==> config.mk <==
export PLATFORM = sky130hd
export DESIGN_NAME = sdram_init_seq
export DESIGN_NICKNAME = d
export VERILOG_FILES = /design/src/rtl/sdram_init_seq_pkg.sv /design/src/rtl/sdram_init_seq_wait_timer.sv /design/src/rtl/sdram_init_seq.sv
export SDC_FILE = /design/constraint.sdc
export NUM_CORES = 1
export LEC_CHECK = 0
export ABC_AREA = 1
export BUFFER_PORTS_ARGS = -buffer_cell sky130_fd_sc_hd__buf_2
export CAP_MARGIN = 40
export CORE_MARGIN = 5
export CORE_UTILIZATION = 50
export DETAILED_ROUTE_END_ITERATION = 8
export GPL_ROUTABILITY_DRIVEN = 0
export GPL_TIMING_DRIVEN = 1
export PLACE_DENSITY = 0.71
export SYNTH_ARGS = -nofsm -noshare
export SYNTH_HDL_FRONTEND = slang
export SYNTH_SLANG_ARGS = --single-unit
==> constraint.sdc <==
create_clock -name i_brd_clk -period 2 [get_ports i_brd_clk]
set_input_delay 0.1 -clock i_brd_clk [delete_from_list [all_inputs] [get_ports i_brd_clk]]
set_output_delay 0.1 -clock i_brd_clk [all_outputs]
set_load 0.1 [all_outputs]
==> src/rtl/sdram_init_seq_pkg.sv <==
// Shared command encodings, FSM state type and helpers for the SDRAM
// power-up initialisation sequencer.
package sdram_init_pkg;

    // {cs_n, ras_n, cas_n, we_n}
    localparam logic [3:0] CMD_INHIBIT = 4'b1111;
    localparam logic [3:0] CMD_NOP     = 4'b0111;
    localparam logic [3:0] CMD_PRE     = 4'b0010;
    localparam logic [3:0] CMD_REF     = 4'b0001;
    localparam logic [3:0] CMD_MRS     = 4'b0000;

    // A10 high during PRECHARGE selects all banks.
    localparam logic [12:0] PRE_ALL_ADDR = 13'h0400;

    typedef enum logic [3:0] {
        IDLE,
        POWERUP,
        PRECHARGE,
        WAIT_RP,
        REFRESH,
        WAIT_RFC,
        LOAD_MODE,
        WAIT_MRD,
        DONE
    } init_state_e;

    function automatic int max_int(input int a, input int b);
        return (a > b) ? a : b;
    endfunction

endpackage

==> src/rtl/sdram_init_seq_wait_timer.sv <==
// Loadable down-counter shared by every wait in the init sequence; it
// stops at zero and flags it.
module init_wait_timer #(
    parameter int WIDTH = 4
) (
    input  logic             i_brd_clk,
    input  logic             i_brd_rst,
    input  logic             load_i,
    input  logic [WIDTH-1:0] value_i,
    output logic             zero_o
);

    logic [WIDTH-1:0] count_q;

    // NOTE: sequential state uses non-blocking assignments so every flop
    // samples the pre-edge values of its neighbours.
    always_ff @(posedge i_brd_clk or posedge i_brd_rst) begin
        if (i_brd_rst) begin
            count_q <= '0;
        end else if (load_i) begin
            count_q <= value_i;
        end else if (count_q != '0) begin
            count_q <= count_q - WIDTH'(1);
        end
    end

    assign zero_o = (count_q == '0);

endmodule

==> src/rtl/sdram_init_seq.sv <==
// SDRAM power-up sequencer: NOP delay, PRECHARGE ALL, auto-refreshes and
// LOAD MODE, then hands the pins over by raising o_memory_initialized.
module sdram_init_seq
    import sdram_init_pkg::*;
#(
    parameter int          T_POWERUP_CYC = 8000,
    parameter int          T_RP_CYC      = 2,
    parameter int          T_RFC_CYC     = 7,
    parameter int          T_MRD_CYC     = 2,
    parameter int          REFRESH_COUNT = 8,
    parameter logic [12:0] MODE_REG      = 13'h020
) (
    input  logic        i_brd_clk,
    input  logic        i_brd_rst,
    input  logic        i_pll_locked,
    output logic        o_cke,
    output logic        o_cs_n,
    output logic        o_ras_n,
    output logic        o_cas_n,
    output logic        o_we_n,
    output logic [1:0]  o_ba,
    output logic [12:0] o_addr,
    output logic        o_memory_initialized
);

    localparam int T_MAX = max_int(max_int(T_POWERUP_CYC, T_RP_CYC),
                                   max_int(T_RFC_CYC, T_MRD_CYC));
    localparam int TW    = $clog2(T_MAX + 1);
    localparam int RW    = $clog2(REFRESH_COUNT + 1);

    init_state_e   state_q;
    logic [3:0]    cmd_q;
    logic          cke_q;
    logic          init_q;
    logic [1:0]    ba_q;
    logic [12:0]   addr_q;
    logic [RW-1:0] ref_cnt_q;

    logic          timer_load;
    logic [TW-1:0] timer_val;
    logic          timer_zero;
    logic          more_refs;

    assign more_refs = (ref_cnt_q < RW'(REFRESH_COUNT));

    // The timer is loaded with T-1 on the edge that issues a command, so the
    // next command edge lands exactly T cycles later (T=1 means back-to-back).
    // NOTE: every output of an always_comb gets a default first, otherwise
    // any path that skips an assignment infers a latch.
    always_comb begin
        timer_load = 1'b0;
        timer_val  = '0;
        if (!i_pll_locked) begin
            timer_load = 1'b1;
        end else begin
            case (state_q)
                IDLE: begin
                    timer_load = 1'b1;
                    timer_val  = TW'(T_POWERUP_CYC - 1);
                end
                POWERUP: begin
                    timer_load = timer_zero;
                    timer_val  = TW'(T_RP_CYC - 1);
                end
                PRECHARGE, WAIT_RP: begin
                    timer_load = timer_zero;
                    timer_val  = TW'(T_RFC_CYC - 1);
                end
                REFRESH, WAIT_RFC: begin
                    timer_load = timer_zero;
                    timer_val  = more_refs ? TW'(T_RFC_CYC - 1) : TW'(T_MRD_CYC - 1);
                end
                default: ;
            endcase
        end
    end

    init_wait_timer #(.WIDTH(TW)) u_timer (
        .i_brd_clk (i_brd_clk),
        .i_brd_rst (i_brd_rst),
        .load_i    (timer_load),
        .value_i   (timer_val),
        .zero_o    (timer_zero)
    );

    always_ff @(posedge i_brd_clk or posedge i_brd_rst) begin
        if (i_brd_rst) begin
            state_q   <= IDLE;
            cmd_q     <= CMD_INHIBIT;
            cke_q     <= 1'b0;
            init_q    <= 1'b0;
            ba_q      <= '0;
            addr_q    <= '0;
            ref_cnt_q <= '0;
        end else begin
            cmd_q  <= CMD_NOP;
            ba_q   <= '0;
            addr_q <= '0;
            if (!i_pll_locked) begin
                state_q   <= IDLE;
                cmd_q     <= CMD_INHIBIT;
                cke_q     <= 1'b0;
                init_q    <= 1'b0;
                ref_cnt_q <= '0;
            end else begin
                case (state_q)
                    IDLE: begin
                        state_q   <= POWERUP;
                        cke_q     <= 1'b1;
                        ref_cnt_q <= '0;
                    end
                    POWERUP: begin
                        if (timer_zero) begin
                            state_q <= PRECHARGE;
                            cmd_q   <= CMD_PRE;
                            addr_q  <= PRE_ALL_ADDR;
                        end
                    end
                    PRECHARGE, WAIT_RP: begin
                        if (timer_zero) begin
                            state_q   <= REFRESH;
                            cmd_q     <= CMD_REF;
                            ref_cnt_q <= ref_cnt_q + RW'(1);
                        end else begin
                            state_q <= WAIT_RP;
                        end
                    end
                    REFRESH, WAIT_RFC: begin
                        if (timer_zero && more_refs) begin
                            state_q   <= REFRESH;
                            cmd_q     <= CMD_REF;
                            ref_cnt_q <= ref_cnt_q + RW'(1);
                        end else if (timer_zero) begin
                            state_q <= LOAD_MODE;
                            cmd_q   <= CMD_MRS;
                            addr_q  <= MODE_REG;
                        end else begin
                            state_q <= WAIT_RFC;
                        end
                    end
                    LOAD_MODE, WAIT_MRD: begin
                        if (timer_zero) begin
                            state_q <= DONE;
                            init_q  <= 1'b1;
                        end else begin
                            state_q <= WAIT_MRD;
                        end
                    end
                    DONE: ;
                    default: state_q <= IDLE;
                endcase
            end
        end
    end

    assign o_cke                = cke_q;
    assign o_cs_n               = cmd_q[3];
    assign o_ras_n              = cmd_q[2];
    assign o_cas_n              = cmd_q[1];
    assign o_we_n               = cmd_q[0];
    assign o_ba                 = ba_q;
    assign o_addr               = addr_q;
    assign o_memory_initialized = init_q;

endmodule

==> After elaboration in Yosys (flattened, before gate mapping) <==
Cells that the tools add are included.
{ "classes": {"n_mux": 34, "reduce_logical": 12, "magnitude_cmp": 1, "add_sub_neg": 2, "eq_ne": 16} }
{ "op_table": {"columns": ["cell", "count"], "rows": [
  ["$pmux W13 S4", 1],
  ["$mux W13", 3],
  ["$mux W4", 7],
  ["$pmux W4 S6", 1],
  ["$mux W11", 2],
  ["$pmux W11 S2", 1],
  ["$mux W3", 6],
  ["$eq A4 B3 Y1 const B", 4],
  ["$logic_not A13 Y1", 1],
  ["$reduce_bool A13 Y1", 1],
  ["$sub A13 B1 Y13 const B", 1],
  ["$mux W6", 2],
  ["$pmux W4 S3", 1],
  ["$ne A3 B3 Y1 const B", 3],
  ["$pmux W3 S3", 1],
  ["$eq A4 B2 Y1 const B", 2],
  ["$mux W1", 6],
  ["$ne A2 B1 Y1 const B", 3],
  ["$reduce_or A2 Y1", 3],
  ["$reduce_or A5 Y1", 1],
  ["$add A4 B1 Y4 const B", 1],
  ["$eq A4 B1 Y1 const B", 1],
  ["$eq A4 B4 Y1 const B", 1],
  ["$logic_not A4 Y1", 1],
  ["9 further kinds", 11]
]} }
{ "word_totals": {"elab_cells": 72, "output_inout_bits": 21, "register_bits": 40} }

==> Depth between registers and ports, before layout <==
{ "depth": {"ltp_word": 5, "depth_mapped": 10, "mapped_depth_nobuf": 10} }

==> Cells and area by module <==
Synthesis repeated with hierarchy kept, for this count alone.
{ "hier_totals": {"hier_cells": 265, "area_unflattened_um2": 1925.6} }
{ "by_module_without_submodules": {"columns": ["module", "area_per_inst_um2", "cells_each", "instances"], "rows": [
  ["sdram_init_seq", 998.5, 122, 1],
  ["init_wait_timer", 927.1, 143, 1]
]} }

==> Least setup slack after synthesis <==
Ideal clock, no wire load.
{ "synth_timing": {"path_kind": "flip-flop to flip-flop", "startpoint": "register u_timer.count_q[0]", "endpoint": "register ref_cnt_q[3]", "arrival_ns": 1.484, "period_less_slack_ns": 1.602, "path_slack_ns": 0.398, "stages_incl_launch_ff": 11, "required_ns": 1.882, "n_path_buf": 1, "path_cell_list": "dfrtp_1 inv_1 ha_1 nand2_4 nor2_4 nand2_4 buf_6 nand3_4 nand3_4 nand2_1 o21ai_2"} }
{ "synth_via": {"elab_chain_len": 4} }
{ "synth_lines": {"columns": ["item", "line_no", "text"], "rows": [
  ["from (decl)", "sdram_init_seq_wait_timer.sv:13", "logic [WIDTH-1:0] count_q;"],
  ["from (signal assigned)", "sdram_init_seq_wait_timer.sv:21", "count_q <= value_i;"],
  ["from (signal assigned)", "sdram_init_seq_wait_timer.sv:23", "count_q <= count_q - WIDTH'(1);"],
  ["$logic_not A13 Y1 *", "sdram_init_seq_wait_timer.sv:27", "assign zero_o = (count_q == '0);"],
  ["$logic_and A1 B1 Y1", "sdram_init_seq.sv:129", "if (timer_zero && more_refs) begin"],
  ["$ne A3 B3 Y1 (no source line)", null, null],
  ["$reduce_and A3 Y1 (no source line) *", null, null],
  ["to (signal assigned)", "sdram_init_seq.sv:123", "ref_cnt_q <= ref_cnt_q + RW'(1);"],
  ["to (signal assigned)", "sdram_init_seq.sv:132", "ref_cnt_q <= ref_cnt_q + RW'(1);"],
  ["to (decl)", "sdram_init_seq.sv:37", "logic [RW-1:0] ref_cnt_q;"]
]} }
Every way passes the cells marked *; elsewhere a longest branch is shown, timed or not.
A chain may end at the register's enable or synchronous reset.

==> Worst setup path after layout <==
{ "layout_timing": {"startpoint": "register u_timer.count_q[0]", "endpoint": "register u_timer.count_q[0]"} }
{ "layout_via": {"elab_chain_len": 4} }
{ "layout_lines": {"columns": ["item"], "rows": [
  ["parallel branches: the longest is 4 deep, another holds $sub A13 B1 Y13"]
]} }
Parallel ways; which one is timed is not known. The select of a mux whose other input is x is not followed.

==> flow_summary.toml <==
[sta]
tns_ps = 0
slew_viol_final = 0
setup_violations = 0
clock.fmax_mhz = 568
period_share_pct = 88.0
skew_ps = 13.2
finalHoldViolCount = 0
tightest_slew_ps = 737
rsz0062_at_grt = "false"
period_minus_slack_ps = 1760
relSlewSlack_pct = 50.8

[worst_setup_path]
worst_setup_path_end_kind = "register"
cp-endpoint = "u_timer.count_q[0]$_DFFE_PP0P_"
startpoint_type = "register"
crit_fanout = 12
r2r_end = "u_timer.count_q[0]$_DFFE_PP0P_"
reg2reg_setup_slack_ps = 240
cp_slowest_stage_delay_ps = 370
crit_chain = "inv_1 > ha_1 > nand2_4 > nor2_4 > nand2_4 > clkinv_2 > nand4_2 > inv_2 > nand2_1 > nand2_1"
critPathLaunch = "u_timer.count_q[0]$_DFFE_PP0P_"
arrival_ps = 1980
path_depth = 10
crit_buf_inv = 3
r2r_start = "u_timer.count_q[0]$_DFFE_PP0P_"
critPathRequiredTime_ps = 2220
path_delay_family = "simple AND/OR/NAND/NOR gates"
crit_type = "reg2reg"
slowest_stage = "dfrtp_1"
reg2regPathDepth = 10

[route]
wl_per_cell_um = 12.2
vias = 1464
dr.pass1.iters = 5
drt_iter0_drc = 107
finalWirelength_um = 3510
vias_per_cell = 5.07
post-route-drc-count = 0
detail-route-antenna-nets = 0

[clock_network]
clockBufferDepth = 2
cts_setup_buffers = 0
clk-insertion-delay-late_ps = 290
post_cts_resized = 0
tritoncts = "yes"
cts_root_buf = "clkbuf_8"
path_clk_slew_ps = 50
holdBufCountCts = 1
cts_buffers = 5
cts_sinks = 29
cts_max_level = 2

[finish]
nNetsFinal = 245
diodes = 0
final_util_pct = 55.1
area_growth_pct = 8.32
drive_above_1_share_pct = 21.2

[yosys]
ys.flop_type = "dfrtp_1"
synth-seq-cells = 29
synth.distinct_cells = 36
synth_area_um2 = 1830
yosys_warnings = 0
synthTopCellsByArea = "dfrtp_1 34%, nand2_1 9.6%, nand3_1 6.3%"
syn_inst = 223
synth_edf_count = 0
synth_top_cell_by_area = "dfrtp_1"
seq_area_frac_synth_pct = 39.8
avgSynthCellArea_um2 = 8.23
async_flop_share_pct = 100
yosys.area.top_type_share_pct = 34.1

[grt]
grt_pass1_vias = 1372
grt_start_max_net_pins = 22
antenna_found_initial = 0
grt_usage_pct = 15.8
grt_pass1_wl_um = 6330
grt_overflow = 0

[placed_design]
hpwlAfterDp_um = 2690
portBuffers = 10

[floorplanning]
coreArea_um2 = 3610
chipWidth_um = 70.6
die-area_um2 = 4980
initial_core_util_pct = 50.9
io_pins = 24
rows = 22
die_h_um = 70.6

[status]
status = "complete, no violations"

[hold_path]
hold_path_class = "in2reg"
hold_path_depth = 2

[power_and_ir_drop]
power_density_nw_per_um2 = 1510
p_leak_uw = 0.000997
max-vdd-ir-drop_uv = 520

[job]
cap_viol_max_count = 0
==> metrics by stage <==
| stage | hold slack, ps | std cells | instance area [um2] | power, uW | setup WS, ps |
|---|---|---|---|---|---|
| 2_1_floorplan | 175 | 235 | 1880 | 2240 | 398 |
| 3_3_place_gp | 262 | 280 | 1890 | 2480 | 323 |
| 3_5_place_dp | 280 | 280 | 1890 | 2500 | 264 |
| 4_1_cts | 165 | 289 | 1990 | 3000 | 252 |
| 5_1_grt | 194 | 289 | 1990 | 3240 | 80.4 |
| 6_report | 169 | 289 | 1990 | 3000 | 241 |
==> logic make-up after synthesis <==
| family | share of synthesized area, % |
|---|---|
| simple gates | 35.7 |
| buf+inv | 12.6 |
| flops | 39.8 |
| compound gates | 7.37 |
| xor+xnor | 2.86 |
| fa+ha+maj | 1.36 |
| other cells | 0.204 |
==> synthesized netlist by cell type (3+ instances only) <==
library cell   n
nand4_1        8
nor2_1        15
nor2_2         4
xor2_1         6
buf_4         13
nand3b_1       3
a21oi_1        9
nor2_4         5
nand2_4        3
dfstp_2        4
inv_1         21
nand3_1       23
nand2_1       47
o21ai_1        4
dfrtp_1       25
inv_2          4
==> cell usage in the layout, fill, tap and decap left out, types with 3 or more instances in the layout <==
cell and instances:
o21ai_1 4, nand3_1 23, nand2_1 47, xor2_1 6, dfstp_2 4, nand2_4 3, inv_2 4, buf_2 10
inv_1 21, nand3b_1 3, conb_1 13, dfrtp_1 25, buf_4 4, clkbuf_8 6, nor2_4 5, nor2_2 4
nor2_1 15, a21oi_1 9, nand4_1 8
==> flip-flops by register name, summed over array words and instances (netlist names) <==
| signal | count |
|---|---|
| o_cke | 1 |
| o_memory_initialized | 1 |
| u_timer.count_q | 13 |
| cmd_q | 4 |
| state_q | 4 |
| o_addr | 2 |
| ref_cnt_q | 4 |
==> layer usage <==
layer | GRT usage, % | up-vias | part of all wire [%]
met2 | 22.5 | 39 | 44
met3 | 4.69 | 8 | 5.8
li1 | - | 737 | -
met4 | 8.14 | 0 | 2.4
met1 | 21.7 | 680 | 48
met5 | 0 | - | 0
==> cell type report <==
class,instances,area (um2)
inverters,26,98.8
clock buffers,8,90.1
repair buffers,15,90.1
well taps,48,60.1
fillers,343,1620
flip-flops and latches,29,731
multi-input cells,163,917
==> worst min path at each step <==
stage / slack [ps] / to / from
floorplan: 180 / o_addr[10]$_DFF_PP0_ / i_brd_rst
global placement: 260 / state_q[1]$_DFFE_PP0P_ / i_brd_rst
detailed placement: 280 / o_addr[10]$_DFF_PP0_ / i_brd_rst
CTS: 160 / cmd_q[2]$_DFF_PP1_ / i_pll_locked
global route: 190 / cmd_q[2]$_DFF_PP1_ / i_pll_locked
finish: 170 / cmd_q[2]$_DFF_PP1_ / i_pll_locked
==> power by group <==
part           leakage (uW)  switching (uW)  total (uW)  internal, uW
Clock             0.0000455             215         495           280
Sequential         0.000372             144         894           751
Combinational      0.000580            1120        1610           485
Note: power is estimated with default switching activity, not from simulation.
